<file path="src/rtl/mips_pkg.sv">
// mips_pkg: control-field widths, bit positions and default widths shared by the ID/EX stage
package mips_pkg;
  localparam int WB_W = 2;
  localparam int M_W = 3;
  localparam int EX_W = 4;
  localparam int MEMREAD_BIT = 2;
  localparam int REGWRITE_BIT = 1;
  localparam int DEF_DATA_WIDTH = 32;
  localparam int DEF_REG_ADDR_WIDTH = 5;
  localparam int DEF_STALL_CNT_WIDTH = 16;
endpackage

</file>
<file path="src/rtl/id_ex_stage_register_if.sv">
// id_ex_stage_register_if: ID-stage inputs and ID/EX outputs; master = pipeline side, slave = the register
interface id_ex_stage_register_if
  import mips_pkg::*;
#(
  parameter int DATA_WIDTH = DEF_DATA_WIDTH,
  parameter int REG_ADDR_WIDTH = DEF_REG_ADDR_WIDTH,
  parameter int STALL_CNT_WIDTH = DEF_STALL_CNT_WIDTH
);
  logic flush_in;
  logic [REG_ADDR_WIDTH-1:0] IF_ID_RS_in, IF_ID_RT_in, IF_ID_RD_in;
  logic [WB_W-1:0] WB_in;
  logic [M_W-1:0] M_in;
  logic [EX_W-1:0] EX_in;
  logic [DATA_WIDTH-1:0] read_data_1_in, read_data_2_in, imm_in, PC_plus4_in;
  logic [WB_W-1:0] ID_EX_WB_out;
  logic [M_W-1:0] ID_EX_M_out;
  logic [EX_W-1:0] ID_EX_EX_out;
  logic [DATA_WIDTH-1:0] ID_EX_read_data_1_out, ID_EX_read_data_2_out, ID_EX_imm_out, ID_EX_PC_plus4_out;
  logic [REG_ADDR_WIDTH-1:0] ID_EX_RS_out, ID_EX_RT_out, ID_EX_RD_out;
  logic PC_write_out, IF_ID_write_out;
  logic [STALL_CNT_WIDTH-1:0] stall_count_out;
  modport master (
    output flush_in, IF_ID_RS_in, IF_ID_RT_in, IF_ID_RD_in, WB_in, M_in, EX_in,
           read_data_1_in, read_data_2_in, imm_in, PC_plus4_in,
    input  ID_EX_WB_out, ID_EX_M_out, ID_EX_EX_out, ID_EX_read_data_1_out, ID_EX_read_data_2_out,
           ID_EX_imm_out, ID_EX_PC_plus4_out, ID_EX_RS_out, ID_EX_RT_out, ID_EX_RD_out,
           PC_write_out, IF_ID_write_out, stall_count_out
  );
  modport slave (
    input  flush_in, IF_ID_RS_in, IF_ID_RT_in, IF_ID_RD_in, WB_in, M_in, EX_in,
           read_data_1_in, read_data_2_in, imm_in, PC_plus4_in,
    output ID_EX_WB_out, ID_EX_M_out, ID_EX_EX_out, ID_EX_read_data_1_out, ID_EX_read_data_2_out,
           ID_EX_imm_out, ID_EX_PC_plus4_out, ID_EX_RS_out, ID_EX_RT_out, ID_EX_RD_out,
           PC_write_out, IF_ID_write_out, stall_count_out
  );
endinterface

</file>
<file path="src/rtl/load_use_detector.sv">
// load_use_detector: flags a load in ID/EX whose nonzero destination is read by the instruction in IF/ID
module load_use_detector #(
  parameter int REG_ADDR_WIDTH = 5
) (
  input  logic                      mem_read,
  input  logic [REG_ADDR_WIDTH-1:0] ex_rt,
  input  logic [REG_ADDR_WIDTH-1:0] id_rs,
  input  logic [REG_ADDR_WIDTH-1:0] id_rt,
  output logic                      load_use
);
  assign load_use = mem_read && (ex_rt != '0) && (ex_rt == id_rs || ex_rt == id_rt);
endmodule

</file>
<file path="src/rtl/id_ex_stage_register.sv">
// id_ex_stage_register: ID/EX pipeline register with load-use stall, flush bubbles and a saturating stall counter
module id_ex_stage_register
  import mips_pkg::*;
#(
  parameter int DATA_WIDTH = DEF_DATA_WIDTH,
  parameter int REG_ADDR_WIDTH = DEF_REG_ADDR_WIDTH,
  parameter int STALL_CNT_WIDTH = DEF_STALL_CNT_WIDTH
) (
  input logic clk,
  input logic rst,
  id_ex_stage_register_if.slave bus
);
  logic load_use, bubble, count_en;
  load_use_detector #(.REG_ADDR_WIDTH(REG_ADDR_WIDTH)) u_det (
    .mem_read(bus.ID_EX_M_out[MEMREAD_BIT]),
    .ex_rt(bus.ID_EX_RT_out),
    .id_rs(bus.IF_ID_RS_in),
    .id_rt(bus.IF_ID_RT_in),
    .load_use(load_use)
  );
  assign bubble = bus.flush_in || load_use;
  assign count_en = load_use && !bus.flush_in && !(&bus.stall_count_out);
  assign bus.PC_write_out = bus.flush_in || !load_use;
  assign bus.IF_ID_write_out = bus.flush_in || !load_use;
  always_ff @(posedge clk) begin
    if (rst) begin
      bus.ID_EX_WB_out <= '0;
      bus.ID_EX_M_out <= '0;
      bus.ID_EX_EX_out <= '0;
      bus.ID_EX_read_data_1_out <= '0;
      bus.ID_EX_read_data_2_out <= '0;
      bus.ID_EX_imm_out <= '0;
      bus.ID_EX_PC_plus4_out <= '0;
      bus.ID_EX_RS_out <= '0;
      bus.ID_EX_RT_out <= '0;
      bus.ID_EX_RD_out <= '0;
      bus.stall_count_out <= '0;
    end else begin
      bus.ID_EX_WB_out <= bubble ? '0 : bus.WB_in;
      bus.ID_EX_M_out <= bubble ? '0 : bus.M_in;
      bus.ID_EX_EX_out <= bubble ? '0 : bus.EX_in;
      bus.ID_EX_read_data_1_out <= DATA_WIDTH'(bus.read_data_1_in);
      bus.ID_EX_read_data_2_out <= DATA_WIDTH'(bus.read_data_2_in);
      bus.ID_EX_imm_out <= DATA_WIDTH'(bus.imm_in);
      bus.ID_EX_PC_plus4_out <= DATA_WIDTH'(bus.PC_plus4_in);
      bus.ID_EX_RS_out <= bus.IF_ID_RS_in;
      bus.ID_EX_RT_out <= bus.IF_ID_RT_in;
      bus.ID_EX_RD_out <= bus.IF_ID_RD_in;
      bus.stall_count_out <= count_en ? bus.stall_count_out + STALL_CNT_WIDTH'(1) : bus.stall_count_out;
    end
  end
endmodule

</file>
<file path="src/flat_wrapper.sv">
// flat-port wrapper written by rule: the top's interface ports become plain ports
module id_ex_stage_register_flat import mips_pkg::*;
#(
  parameter int DATA_WIDTH = DEF_DATA_WIDTH,
  parameter int REG_ADDR_WIDTH = DEF_REG_ADDR_WIDTH,
  parameter int STALL_CNT_WIDTH = DEF_STALL_CNT_WIDTH
)
  (clk, rst, bus_flush_in, bus_IF_ID_RS_in, bus_IF_ID_RT_in, bus_IF_ID_RD_in, bus_WB_in, bus_M_in, bus_EX_in, bus_read_data_1_in, bus_read_data_2_in, bus_imm_in, bus_PC_plus4_in, bus_ID_EX_WB_out, bus_ID_EX_M_out, bus_ID_EX_EX_out, bus_ID_EX_read_data_1_out, bus_ID_EX_read_data_2_out, bus_ID_EX_imm_out, bus_ID_EX_PC_plus4_out, bus_ID_EX_RS_out, bus_ID_EX_RT_out, bus_ID_EX_RD_out, bus_PC_write_out, bus_IF_ID_write_out, bus_stall_count_out);
  id_ex_stage_register_if #(.DATA_WIDTH(DATA_WIDTH), .REG_ADDR_WIDTH(REG_ADDR_WIDTH), .STALL_CNT_WIDTH(STALL_CNT_WIDTH)) bus_i ();
  input logic clk;
  input logic rst;
  input wire logic [$bits(bus_i.flush_in)-1:0] bus_flush_in;
  input wire logic [$bits(bus_i.IF_ID_RS_in)-1:0] bus_IF_ID_RS_in;
  input wire logic [$bits(bus_i.IF_ID_RT_in)-1:0] bus_IF_ID_RT_in;
  input wire logic [$bits(bus_i.IF_ID_RD_in)-1:0] bus_IF_ID_RD_in;
  input wire logic [$bits(bus_i.WB_in)-1:0] bus_WB_in;
  input wire logic [$bits(bus_i.M_in)-1:0] bus_M_in;
  input wire logic [$bits(bus_i.EX_in)-1:0] bus_EX_in;
  input wire logic [$bits(bus_i.read_data_1_in)-1:0] bus_read_data_1_in;
  input wire logic [$bits(bus_i.read_data_2_in)-1:0] bus_read_data_2_in;
  input wire logic [$bits(bus_i.imm_in)-1:0] bus_imm_in;
  input wire logic [$bits(bus_i.PC_plus4_in)-1:0] bus_PC_plus4_in;
  output wire logic [$bits(bus_i.ID_EX_WB_out)-1:0] bus_ID_EX_WB_out;
  output wire logic [$bits(bus_i.ID_EX_M_out)-1:0] bus_ID_EX_M_out;
  output wire logic [$bits(bus_i.ID_EX_EX_out)-1:0] bus_ID_EX_EX_out;
  output wire logic [$bits(bus_i.ID_EX_read_data_1_out)-1:0] bus_ID_EX_read_data_1_out;
  output wire logic [$bits(bus_i.ID_EX_read_data_2_out)-1:0] bus_ID_EX_read_data_2_out;
  output wire logic [$bits(bus_i.ID_EX_imm_out)-1:0] bus_ID_EX_imm_out;
  output wire logic [$bits(bus_i.ID_EX_PC_plus4_out)-1:0] bus_ID_EX_PC_plus4_out;
  output wire logic [$bits(bus_i.ID_EX_RS_out)-1:0] bus_ID_EX_RS_out;
  output wire logic [$bits(bus_i.ID_EX_RT_out)-1:0] bus_ID_EX_RT_out;
  output wire logic [$bits(bus_i.ID_EX_RD_out)-1:0] bus_ID_EX_RD_out;
  output wire logic [$bits(bus_i.PC_write_out)-1:0] bus_PC_write_out;
  output wire logic [$bits(bus_i.IF_ID_write_out)-1:0] bus_IF_ID_write_out;
  output wire logic [$bits(bus_i.stall_count_out)-1:0] bus_stall_count_out;
  assign bus_i.flush_in = bus_flush_in;
  assign bus_i.IF_ID_RS_in = bus_IF_ID_RS_in;
  assign bus_i.IF_ID_RT_in = bus_IF_ID_RT_in;
  assign bus_i.IF_ID_RD_in = bus_IF_ID_RD_in;
  assign bus_i.WB_in = bus_WB_in;
  assign bus_i.M_in = bus_M_in;
  assign bus_i.EX_in = bus_EX_in;
  assign bus_i.read_data_1_in = bus_read_data_1_in;
  assign bus_i.read_data_2_in = bus_read_data_2_in;
  assign bus_i.imm_in = bus_imm_in;
  assign bus_i.PC_plus4_in = bus_PC_plus4_in;
  assign bus_ID_EX_WB_out = bus_i.ID_EX_WB_out;
  assign bus_ID_EX_M_out = bus_i.ID_EX_M_out;
  assign bus_ID_EX_EX_out = bus_i.ID_EX_EX_out;
  assign bus_ID_EX_read_data_1_out = bus_i.ID_EX_read_data_1_out;
  assign bus_ID_EX_read_data_2_out = bus_i.ID_EX_read_data_2_out;
  assign bus_ID_EX_imm_out = bus_i.ID_EX_imm_out;
  assign bus_ID_EX_PC_plus4_out = bus_i.ID_EX_PC_plus4_out;
  assign bus_ID_EX_RS_out = bus_i.ID_EX_RS_out;
  assign bus_ID_EX_RT_out = bus_i.ID_EX_RT_out;
  assign bus_ID_EX_RD_out = bus_i.ID_EX_RD_out;
  assign bus_PC_write_out = bus_i.PC_write_out;
  assign bus_IF_ID_write_out = bus_i.IF_ID_write_out;
  assign bus_stall_count_out = bus_i.stall_count_out;
  id_ex_stage_register #(.DATA_WIDTH(DATA_WIDTH), .REG_ADDR_WIDTH(REG_ADDR_WIDTH), .STALL_CNT_WIDTH(STALL_CNT_WIDTH)) u_core (.clk(clk), .rst(rst), .bus(bus_i));
endmodule
</file>
<file path="config.mk">
export PLATFORM = sky130hd
export DESIGN_NAME = id_ex_stage_register_flat
export DESIGN_NICKNAME = d
export VERILOG_FILES = /design/src/rtl/mips_pkg.sv /design/src/rtl/id_ex_stage_register_if.sv /design/src/rtl/load_use_detector.sv /design/src/rtl/id_ex_stage_register.sv /design/src/flat_wrapper.sv
export SDC_FILE = /design/constraint.sdc
export NUM_CORES = 1
export LEC_CHECK = 0
export ABC_AREA = 1
export CORE_ASPECT_RATIO = 0.5
export CORE_MARGIN = 2
export CORE_UTILIZATION = 34
export DETAILED_ROUTE_END_ITERATION = 8
export PLACE_DENSITY = 0.77
export SETUP_SLACK_MARGIN = 0.2
export SLEW_MARGIN = 20
export SYNTH_ARGS = -nofsm -noshare
export SYNTH_HDL_FRONTEND = slang
export SYNTH_HIERARCHICAL = 1
export SYNTH_SLANG_ARGS = --single-unit
</file>
<file path="constraint.sdc">
create_clock -name clk -period 1.5 [get_ports clk]
set_input_delay 0.3 -clock clk [delete_from_list [all_inputs] [get_ports clk]]
set_output_delay 0.3 -clock clk [all_outputs]
set_load 0.05 [all_outputs]
</file>
---- Word level (Yosys, flattened, before mapping) ----
Index checks and enable logic that the tools add are counted.
W data, S select, Z words.
cells by class
  reductions and logical operators ........ 13
  equality and inequality tests ........... 2
  add/sub/neg operators ................... 1
operators by type and width
  kind                     number
  $add A16 B1 Y16 const B  1
  $reduce_and A16 Y1       1
  $eq A5 B5 Y1             2
  $reduce_bool A5 Y1       1
  $logic_and A1 B1 Y1      4
  $logic_not A1 Y1         3
  $logic_or A1 B1 Y1       3
  $reduce_or A2 Y1         1
storage, ports and cells
  bits in registers ....................... 168
  logic and storage cells ................. 27
  output and inout bits ................... 170
  input port bits ......................... 155

---- Depth between registers and ports, before layout ----
  depth after elaboration ................. 5
  depth in mapped cells ................... 13
  mapped depth without buffers ............ 13

---- By module ----
Netlist, hierarchy kept.
by module, submodules not included
  module                instances  area an instance (um2)  cells each
  id_ex_stage_register  1          5232.5                  622
  load_use_detector     1          195.2                   45

---- Worst setup path after synthesis ----
OpenSTA, ideal clock, no wires.
  kind .................................... register to register
  start ................................... reg u_core/bus.ID_EX_RT_out[1] in the netlist's numbering
  end ..................................... reg u_core/bus.stall_count_out[14] in the netlist's numbering
  setup time .............................. 0.117 ns
  cell stages (with the launch flop) ...... 14
  clock period less this slack ............ 2.243 ns
  setup slack ............................. -0.743 ns
  arrival ................................. 2.126 ns
  cell sequence ........................... dfxtp_1 > inv_1 > nand2_1 > nand2_1 > nor2_1 > nand3_1 > a21oi_2 > nand2_2 > nor2_1 > nand3_1 > nor2_1 > nand3_1 > nand2_1 > nor2_1
between the ends
  word-level cells in the longest chain between the ends .. 5
RTL lines
  item                                                              line                           RTL
  start: declaration                                                id_ex_stage_register_if.sv:33  ID_EX_imm_out, ID_EX_PC_plus4_out, ID_EX_RS_out, ID_EX_RT_out, ID_EX_RD_out,
  start signal: assignment                                          id_ex_stage_register.sv:47     bus.ID_EX_RT_out <= bus.IF_ID_RT_in;
  $eq A5 B5 Y1 / $reduce_bool A5 Y1 (equally long branches)         load_use_detector.sv:11        assign load_use = mem_read && (ex_rt != '0) && (ex_rt == id_rs || ex_rt == id_rt);
  $logic_or A1 B1 Y1 / $logic_and A1 B1 Y1 (equally long branches)  load_use_detector.sv:11
  $logic_and A1 B1 Y1 *                                             load_use_detector.sv:11
  via u_core.load_use                                               id_ex_stage_register.sv:13     logic load_use, bubble, count_en;
  $logic_and A1 B1 Y1 * (2 in series)                               id_ex_stage_register.sv:22     assign count_en = load_use && !bus.flush_in && !(&bus.stall_count_out);
  end signal: assignment                                            id_ex_stage_register.sv:49     bus.stall_count_out <= count_en ? bus.stall_count_out + STALL_CNT_WIDTH'(1) : bus.stall_count_out;
  end: declaration                                                  id_ex_stage_register_if.sv:34  PC_write_out, IF_ID_write_out, stall_count_out
Mark *: on every way through the listed nets, which the timed path passes. The rest lies on a longest branch.
A chain may end at the register's enable or synchronous reset.

---- Final worst setup path ----
  start ................................... in bus_IF_ID_RS_in[1]
  end ..................................... reg u_core/bus.stall_count_out[14] in the netlist's numbering
between the ends
  word-level cells in the longest chain between the ends .. 5
RTL lines
  item                               line                        RTL
  start: declaration                 flat_wrapper.sv:13          input wire logic [$bits(bus_i.IF_ID_RS_in)-1:0] bus_IF_ID_RS_in;
  $eq A5 B5 Y1                       load_use_detector.sv:11
  $logic_or A1 B1 Y1                 load_use_detector.sv:11
  $logic_and A1 B1 Y1                load_use_detector.sv:11
  via u_core.load_use                id_ex_stage_register.sv:13
  $logic_and A1 B1 Y1 (2 in series)  id_ex_stage_register.sv:22
The timed path passes the listed nets, and every way through them passes these cells.

==> out/metrics.cfg <==
[critical_path]
path_cells = clkdlybuf4s50_1 > inv_1 > nand2_1 > nand2_1 > nor2_1 > nand3_1 > a21oi_2 > nand2_4 > buf_6 > buf_6 > nor2_4 > nand3_2 > nor2_2 > nand3_1 > nand2_1 > nor2_1
worstPathMaxFanout = 5
crit_end = u_core/bus.stall_count_out[14]
critPathKind = in -> reg
worstReg2RegStart = u_core/bus.ID_EX_RT_out[1]
cp_num_cells = 16
cp-startpoint = bus_IF_ID_RS_in[1]
cp-start-kind = primary input
path_buf_inv = 4
arrival_ns = 2.45
worstReg2RegEnd = u_core/bus.stall_count_out[14]
critPathTopFamily = simple AND/OR/NAND/NOR gates
cp-end-kind = flop
r2r_slack_ns = -0.63
worst_path_max_delay_cell = clkdlybuf4s50_1
rr_worst_depth = 15
crit_path_max_incr_delay_ns = 0.51
cp.required_ns = 1.79
cp_common_cell = nand2_1

[routing]
routed-wl-met2_um = 10800
met1_length_um = 7460
antenna_left = 0
routed.top_layer = met4
drt_drc_violations_left = 0
met3_length_um = 1020
dr_total_vias = 5428
viasPerCell = 4.32
routedWlPerCell_um = 16.0
wl_um = 20100
drt-initial-drc-count = 331
dr.pass1.iters = 7

[sta]
slew_headroom_pct = 71.6
report.final.hold_viol_count = 0
setup-tns-final_ns = -12.55
post-route-min-period_ns = 2.15
slew_violations = 0
final.setup.worst_slack_ns = -0.652
fin_crit_sh_pct = 143
worst_slew_pin_slew_ns = 0.424
setup_viol = 27
fin_skew_ns = 0.00456
fmax_mhz = 465
rsz0062_at_grt = yes

[yosys]
ys_top_cells_by_area = dfxtp_1, nor2_1, inv_1
avgSynthCellArea_um2 = 8.14
synth_cell_types = 26
syn-num-nets = 823
synth.most_common_cell = nor2_1
yosys-top-cells-count = nor2_1, inv_1, dfxtp_1
synth_area_um2 = 5430
synthCells = 667
synth_ff_type = dfxtp_1
synth_edf_count = 0
async_flop_share_pct = 0
yosysSeqAreaShare_pct = 62.0
synth_top_area_cell = dfxtp_1
synth-seq-cells = 168
synth_top_area_share_pct = 62.0
yosys_warnings = 6

[clock_network]
cts_sinks = 168
clkSlewWorstSetupHoldPaths_ns = 0.07
cts_made_buffers = 17
cts_tree = yes
cts-root-buf = clkbuf_16
htreeDepth = 4
clock_path_buffers = 2
insertion_delay_ns = 0.40

[global_routing]
grt_max_degree = 64
track_usage_pct = 21.6
antenna_found_initial = 0
grt_pass1_vias = 5370
grt_pass1_wl_um = 28000
overflow = 0

[placement]
port_buffers = 324
hpwl_um = 14400
dpl-instance-area_um2 = 10200
dp_slack_ns = -0.725
place_congestion = 0.888

[flow_run]
maxCapViolations = 0

[floorplan]
rows = 32
die-area_um2 = 17100
die_w_um = 183
core_area_um2 = 15500
die_y_um = 93.3
initial_core_util_pct = 35.0
io_pins = 325

[final_layout]
final_cell_area_um2 = 11300
antenna_cells = 0
fillers = 1034
drive_gt1_share_pct = 31.8
area_growth_syn_to_layout_pct = 107
final_nets = 1196

[power_and_ir_drop]
p_per_area_nw_per_um2 = 1010
power_mw = 11.3
ir_drop_mv = 0.778
leakage_nw = 5.41

[outcome]
failed_checks = negative setup slack
status = finished with violations

[min_path]
hp-class = in -> reg

==> kinds of logic (layout without fill, tap and decap cells) <==
group	Yosys count	count (layout)	share of synthesized area, %
AND/OR/NAND/NOR	280	282	21.3
flip-flops	168	168	62.0
AO/OA/AOI/OAI	17	17	1.75
buffers and inverters	198	582	14.3
XOR/XNOR	3	3	0.484
adder cells (fa/ha/maj)	1	1	0.230
==> what timing repair did <==
| item | 4_1_cts | 5_1_grt |
|---|---|---|
| setup endpoints to repair | 42 | 45 |
| setup buffers | 14 | 5 |
| gates cloned | 1 | 1 |
| gates resized for setup | 60 | 35 |
| hold buffers | 0 | 0 |
| pin swaps | 21 | 20 |
==> layout by cell type (no fill, tap or decap), drive strengths merged <==
| master | netlist | routed |
|---|---|---|
| dfxtp | 168 | 168 |
| bufinv | 0 | 1 |
| clkinv | 1 | 5 |
| clkbuf | 8 | 20 |
| and2 | 1 | 1 |
| clkdlybuf4s50 | 0 | 147 |
| dlymetal6s2s | 0 | 1 |
| a211oi | 1 | 1 |
| o21ai | 2 | 2 |
| buf | 12 | 219 |
| dlygate4sd2 | 0 | 5 |
| xnor2 | 2 | 2 |
| nor2 | 196 | 196 |
| clkinvlp | 0 | 4 |
| a21oi | 14 | 14 |
| nand4 | 3 | 4 |
| inv | 177 | 180 |
| ha | 1 | 1 |
| xor2 | 1 | 1 |
| nand2 | 53 | 53 |
| nand3 | 26 | 27 |
| nor3 | 1 | 1 |
==> worst register-to-register path: stages, from the launching register on <==
cell and delay (ns):
dfxtp_4 0.37, inv_2 0.05, nand2_1 0.08, nand2_1 0.08
nor2_1 0.11, nand3_1 0.10, a21oi_2 0.24, nand2_4 0.11
buf_6 0.13, buf_6 0.12, nor2_4 0.16, nand3_2 0.13
nor2_2 0.14, nand3_1 0.09, nand2_1 0.07, nor2_1 0.04
==> worst min path at each step <==
stage | start | end | slack, ns | cells past startpoint
6_report | bus_IF_ID_RS_in[0] | u_core/bus.ID_EX_RS_out[0] | 0.19 | 3
5_1_grt | bus_IF_ID_RS_in[0] | u_core/bus.ID_EX_RS_out[0] | 0.17 | 3
4_1_cts | bus_IF_ID_RT_in[4] | u_core/bus.ID_EX_RT_out[4] | 0.25 | 3
3_5_place_dp | u_core/bus.stall_count_out[9] | u_core/bus.stall_count_out[9] | 0.55 | 2
3_3_place_gp | u_core/bus.stall_count_out[3] | u_core/bus.stall_count_out[3] | 0.54 | 2
2_1_floorplan | bus_IF_ID_RT_in[0] | u_core/bus.ID_EX_RT_out[0] | 0.40 | 2
==> flip-flops by register name, indices dropped and copies added, names as in the netlist <==
signal                            flops
u_core/bus.ID_EX_EX_out               4
u_core/bus.ID_EX_M_out                3
u_core/bus.ID_EX_PC_plus4_out        32
u_core/bus.ID_EX_RD_out               5
u_core/bus.ID_EX_RS_out               5
u_core/bus.ID_EX_RT_out               5
u_core/bus.ID_EX_WB_out               2
u_core/bus.ID_EX_imm_out             32
u_core/bus.ID_EX_read_data_1_out     32
u_core/bus.ID_EX_read_data_2_out     32
u_core/bus.stall_count_out           16
==> stage by stage <==
step,hold WS [ns],util [%],std cells
2_1_floorplan,0.397,-,667
3_3_place_gp,0.539,65.9,1204
3_5_place_dp,0.547,65.9,1204
4_1_cts,0.250,71.5,1251
5_1_grt,0.173,72.6,1257
6_report,0.191,72.6,1257
==> metal layers <==
metal  global-route usage, %  vias up
li1                        -     2632
met1                    23.4     2505
met2                    41.0      225
met3                    4.95       66
met4                    9.07        0
met5                       0        -
==> power breakdown <==
group,leakage (nW),switching [mW],internal (mW)
Clock,0.270,1.84,2.40
Sequential,1.41,0.146,4.66
Combinational,3.73,1.18,1.10
==> layout make-up <==
| class | count | area, um2 | area share (%) |
|---|---|---|---|
| Multi-Input combinational cell | 303 | 1520 | 13.5 |
| Inverter | 178 | 673 | 5.98 |
| Clock inverter | 12 | 118 | 1.05 |
| Tap cell | 204 | 255 | 2.27 |
| Clock buffer | 20 | 457 | 4.06 |
| Sequential cell | 168 | 3420 | 30.4 |
| Timing Repair Buffer | 372 | 4810 | 42.8 |
(Power assumes the default switching activity.)
